==> src/rtl/ifetch_bus_bridge.sv <==
// ---------------------------------------------------------------------------
// ifetch_bus_bridge
//
// Instruction-fetch bridge between the core's ROM port and an external,
// variable-latency instruction bus with a req/ack handshake. A fetch that
// misses the one-entry buffer is forwarded to the bus while the core is
// stalled. The returned word is captured in the buffer and handed to the core
// on the following cycle. A fetch that sees no ack within TIMEOUT_CYC bus
// cycles is abandoned: a NOP (all zeros) is substituted and a sticky error
// flag is raised.
//
// Configuration macro:
//   IFB_HIT_BUF_EN  defined   : the buffered word persists and serves any
//                               later fetch of the same word until flush,
//                               reset or overwrite.
//                   undefined : the buffer is consumed by its first hit, so
//                               every fetch goes to the bus.
//
// Parameters:
//   TIMEOUT_CYC   BUSY/DRAIN cycles without ack before a fetch is abandoned
//                 (2..65535)
//
// Ports:
//   clk           core clock, rising edge
//   rst           asynchronous active-low reset
//   i_rom_ce      core fetch enable
//   i_pc          core fetch byte address (bits [1:0] ignored)
//   i_flush       invalidate buffer, discard any in-flight fetch
//   o_inst        instruction to the core (0 when not a hit)
//   o_stall       core must hold its PC this cycle
//   o_err         sticky bus-timeout flag, cleared only by reset
//   o_bus_req     registered bus request
//   o_bus_addr    registered bus word address
//   i_bus_ack     one-cycle data-valid strobe from the bus
//   i_bus_rdata   bus read data, valid with i_bus_ack
// ---------------------------------------------------------------------------
module ifetch_bus_bridge #(
   parameter int unsigned TIMEOUT_CYC = 255
) (
   input  logic        clk,
   input  logic        rst,
   input  logic        i_rom_ce,
   input  logic [31:0] i_pc,
   input  logic        i_flush,
   output logic [31:0] o_inst,
   output logic        o_stall,
   output logic        o_err,
   output logic        o_bus_req,
   output logic [31:0] o_bus_addr,
   input  logic        i_bus_ack,
   input  logic [31:0] i_bus_rdata
);

   typedef enum logic [1:0] {
      IDLE  = 2'd0,
      BUSY  = 2'd1,
      DRAIN = 2'd2
   } state_t;

   // The counter holds the number of ack-less bus cycles already seen, so the
   // abandon fires in the cycle where that count equals TIMEOUT_CYC-1.
   localparam logic [15:0] LastCnt = 16'(TIMEOUT_CYC - 1);

   state_t      state_q, state_d;
   logic        bufValid_q, bufValid_d;
   logic [29:0] bufTag_q, bufTag_d;
   logic [31:0] bufData_q, bufData_d;
   logic [15:0] timeoutCnt_q, timeoutCnt_d;
   logic        err_q, err_d;
   logic        busReq_q, busReq_d;
   logic [31:0] busAddr_q, busAddr_d;

   logic        hit;
   logic        timeoutNow;
   logic        unusedPcBits;

   // The buffer is tagged by word address, so byte-offset bits play no part.
   assign hit          = bufValid_q && (bufTag_q == i_pc[31:2]);
   assign timeoutNow   = !i_bus_ack && (timeoutCnt_q == LastCnt);
   assign unusedPcBits = ^i_pc[1:0];

   // State register: every piece of bridge state lives here and is cleared
   // asynchronously, which also drops an outstanding request immediately.
   always_ff @(posedge clk or negedge rst) begin
      if (!rst) begin
         state_q      <= IDLE;
         bufValid_q   <= 1'b0;
         bufTag_q     <= '0;
         bufData_q    <= '0;
         timeoutCnt_q <= '0;
         err_q        <= 1'b0;
         busReq_q     <= 1'b0;
         busAddr_q    <= '0;
      end else begin
         state_q      <= state_d;
         bufValid_q   <= bufValid_d;
         bufTag_q     <= bufTag_d;
         bufData_q    <= bufData_d;
         timeoutCnt_q <= timeoutCnt_d;
         err_q        <= err_d;
         busReq_q     <= busReq_d;
         busAddr_q    <= busAddr_d;
      end
   end

   // Next-state logic. A miss launches a bus fetch; the fetch then runs to
   // completion (ack or timeout) regardless of what the core does with its
   // PC or enable. A flush while the fetch is outstanding parks the FSM in
   // DRAIN so the bus handshake still completes but the data is dropped.
   // The flush override sits after the case so that it beats any buffer
   // write made in the same cycle.
   always_comb begin
      state_d      = state_q;
      bufValid_d   = bufValid_q;
      bufTag_d     = bufTag_q;
      bufData_d    = bufData_q;
      timeoutCnt_d = timeoutCnt_q;
      err_d        = err_q;
      busReq_d     = busReq_q;
      busAddr_d    = busAddr_q;

`ifndef IFB_HIT_BUF_EN
      // Single-use buffer: the word is consumed by the cycle that reads it.
      if (i_rom_ce && hit) begin
         bufValid_d = 1'b0;
      end
`endif

      case (state_q)
         IDLE: begin
            if (i_rom_ce && !hit && !i_flush) begin
               state_d      = BUSY;
               busReq_d     = 1'b1;
               busAddr_d    = {i_pc[31:2], 2'b00};
               timeoutCnt_d = '0;
            end
         end
         BUSY: begin
            if (i_bus_ack || timeoutNow) begin
               state_d  = IDLE;
               busReq_d = 1'b0;
               if (!i_flush) begin
                  bufValid_d = 1'b1;
                  bufTag_d   = busAddr_q[31:2];
                  bufData_d  = i_bus_ack ? i_bus_rdata : 32'h0;
               end
               if (timeoutNow) begin
                  err_d = 1'b1;
               end
            end else begin
               timeoutCnt_d = timeoutCnt_q + 16'd1;
               if (i_flush) begin
                  state_d = DRAIN;
               end
            end
         end
         DRAIN: begin
            if (i_bus_ack || timeoutNow) begin
               state_d  = IDLE;
               busReq_d = 1'b0;
               if (timeoutNow) begin
                  err_d = 1'b1;
               end
            end else begin
               timeoutCnt_d = timeoutCnt_q + 16'd1;
            end
         end
         default: begin
            state_d  = IDLE;
            busReq_d = 1'b0;
         end
      endcase

      if (i_flush) begin
         bufValid_d = 1'b0;
      end
   end

   // Output logic. The stall is qualified with reset so the core sees a
   // clean, unstalled port while the bridge is held in reset; o_inst needs
   // no such qualification because the buffer is already invalid then.
   always_comb begin
      o_inst     = (i_rom_ce && hit) ? bufData_q : 32'h0;
      o_stall    = rst && i_rom_ce && !hit && !i_flush;
      o_err      = err_q;
      o_bus_req  = busReq_q;
      o_bus_addr = busAddr_q;
   end

endmodule

==> config.mk <==
export PLATFORM = sky130hd
export DESIGN_NAME = ifetch_bus_bridge
export DESIGN_NICKNAME = d
export VERILOG_FILES = /design/src/rtl/ifetch_bus_bridge.sv
export SDC_FILE = /design/constraint.sdc
export NUM_CORES = 1
export LEC_CHECK = 0
export BUFFER_PORTS_ARGS = -buffer_cell sky130_fd_sc_hd__buf_2
export CORE_ASPECT_RATIO = 1.5
export CORE_MARGIN = 3
export CORE_UTILIZATION = 43
export DETAILED_ROUTE_END_ITERATION = 10
export PLACE_DENSITY = 0.69
export SLEW_MARGIN = 20
export SYNTH_ARGS = -nofsm -noshare
export SYNTH_HDL_FRONTEND = slang
export SYNTH_SLANG_ARGS = --single-unit
==> constraint.sdc <==
create_clock -name clk -period 3.2 [get_ports clk]
set_clock_uncertainty 0.1 [all_clocks]
set_input_delay 0.96 -clock clk [delete_from_list [all_inputs] [get_ports clk]]
set_output_delay 0.96 -clock clk [all_outputs]
set_load 0.01 [all_outputs]
==> impl_metrics.json <==
{
  "status": "complete, but fails checks",
  "violations": "negative setup slack",
  "cp-start-kind": "input pin",
  "synth_area_um2": 5440,
  "place_area_um2": 6480,
  "crit_type": "input pin to primary output",
  "cts_buffers": 17,
  "antenna_found_initial": 0,
  "die_h_um": 144,
  "fin_crit_sh": 1.11,
  "grt_pass1_wl_um": 21700,
  "dominantRegCellSynth": "dfrtp_1",
  "ir_drop_mv": 0.582,
  "async_flop_share": 1.00,
  "cp-end-kind": "primary output",
  "clock-root-buffer": "clkbuf_16",
  "via_per_inst": 5.44,
  "overflow": 0,
  "gp_congestion": 0.828,
  "clk_latency_ps": 410,
  "total_leakage_power_nw": 3.46,
  "seq_area_frac_synth": 0.520,
  "areaGrowthSynthToFinish_pct": 36.6,
  "whs_ps": 362,
  "cp_max_fo": 17,
  "yosys.area.top_type": "dfrtp_1",
  "clkTransAtPathRegs_ps": 50,
  "final_core_util": 0.609,
  "drtAntennaViolNets": 0,
  "ctsLongestPathBuffers": 2,
  "final_cell_mix": "dfrtp_1, buf_2, mux2_2",
  "hpwl_um": 9510,
  "dieArea_um2": 14100,
  "min_period_ps": 3560,
  "worst_pin_slew_ps": 842,
  "cts_tree": "done",
  "portBuffers": 131,
  "fin_nets": 700,
  "holdCritPathClass": "register to register",
  "row_count": 49,
  "grt_pass1_vias": 4506,
  "chipWidth_um": 97.8,
  "setup_viol": 33,
  "layout_setup_ws_ps": -363,
  "cp.arrival_ps": 2500,
  "synth_area_leaders": "dfrtp_1, mux2_2, a22o_1",
  "power_density_nw_per_um2": 917,
  "syn_avg_cell_area_um2": 12.0,
  "final_common_cell": "dfrtp_1",
  "synth_edf_count": 0,
  "required_ps": 2140,
  "total_power_w": 0.00681,
  "dr_total_vias": 4312,
  "yosysWarnings": 0,
  "final_area_um2": 7430,
  "wl_per_cell_um": 17.5,
  "ys_types": 55,
  "final-hold-violation-count": 0,
  "drt-pass1-iter-count": 5,
  "synth_cells": 454,
  "diodes": 0,
  "grt_max_degree": 66,
  "coreArea_um2": 12200,
  "drive_above_1_share": 0.493,
  "yosysTopAreaCellShare": 0.520,
  "rsz0062_at_grt": "yes",
  "slew_viol_final": 0,
  "clock_sinks": 113,
  "gr-usage-all-layers": 0.195,
  "ys_seq_elements": 113,
  "maxSlewHeadroom": 0.439,
  "ctsHoldBuffers": 0,
  "ctsHtreeMaxLevel": 4,
  "drv_cap": 0,
  "ios": 136,
  "routed_wl_um": 13900,
  "drc": 0,
  "drt_iter0_drc": 269,
  "initial_core_util": 0.446,
  "max_freq_mhz": 281
}
## kinds of logic after synthesis
group                      after synthesis  synth area share
DFF                                    113             0.520
buffers and inverters                   32            0.0329
AOI/OAI and AO/OA                       81             0.121
muxes                                   64             0.133
adders and majority gates                5            0.0115
and+or+nand+nor                        128             0.133
other                                    1          0.000689
xor gates and xnor gates                30            0.0483
## final timing paths
kind	startpoint	endpoint	slack (ps)	depth (start not counted)
max reg2reg	timeoutCnt_q[11]	timeoutCnt_q[1]	360	6
min in group asynchronous	rst	bufTag_q[27]	560	2
min	o_err	o_err	360	1
min reg2reg	o_err	o_err	360	1
max in group asynchronous	rst	timeoutCnt_q[5]	1170	3
max	i_pc[6]	o_inst[7]	-360	9
## per-stage QoR
step	cells	setup TNS [ps]	setup WS, ps
2_1_floorplan	455	-1020	-51.1
3_3_place_gp	753	-15160	-497
3_5_place_dp	753	-18020	-582
4_1_cts	787	-10620	-356
5_1_grt	792	-13410	-444
6_report	792	-10640	-363
## registers in the layout (all words and copies together), names as in the netlist
register and flops:
o_bus_req 1, bufData_q 32, state_q 2, o_err 1, o_bus_addr 30, bufTag_q 30, bufValid_q 1, timeoutCnt_q 16
## layout make-up
| type | instances | area (um^2) |
|---|---|---|
| fillers | 971 | 4770 |
| flip-flops and latches | 113 | 2830 |
| multi-input cells | 310 | 2600 |
| repair buffers | 177 | 1220 |
| clock buffers | 19 | 443 |
| well taps | 153 | 191 |
| clock inverters | 13 | 114 |
| inverters | 7 | 26.3 |
## layer usage
layer,vias to the layer above,track usage,share of wire
li1,2006,-,-
met3,27,0.0534,0.051
met4,0,0.0977,0.024
met2,146,0.349,0.54
met5,-,0,0
met1,2133,0.210,0.39
## critical path: stages
cell and delay [ps]:
buf_4 120, xnor2_2 130, buf_4 140, nand4_1 90, nor4_2 310, and3_4 310, buf_12 150, and2_1 140
buf_2 130
## power breakdown
part / switching [W] / internal (W) / leakage, nW / total, W
Clock: 0.000668 / 0.00108 / 0.261 / 0.00175
Sequential: 0.000507 / 0.00210 / 1.38 / 0.00261
Combinational: 0.00111 / 0.00134 / 1.82 / 0.00245
## cell usage after synthesis, types with 3 or more instances
library cell	n
a22o_1	33
and2_1	33
o21ai_0	6
mux2_2	61
a21oi_1	4
nand2b_1	3
a21o_1	3
clkbuf_8	3
nor2_1	15
xnor2_1	30
nor3_1	7
ha_1	5
nand4_1	17
dfrtp_1	113
or3_1	6
inv_1	7
a221o_1	4
nand3_1	10
o21bai_1	3
buf_2	8
nand2_1	19
o211ai_1	8
buf_4	3
clkbuf_1	8
nor4_1	5
## what timing repair did
item / 4_1_cts / 5_1_grt
pin swaps: 3 / 19
cloned: 0 / 2
setup buffers: 3 / 5
resized for setup: 26 / 38
setup endpoints to repair: 33 / 33
Power figures use the tool's default switching activity.
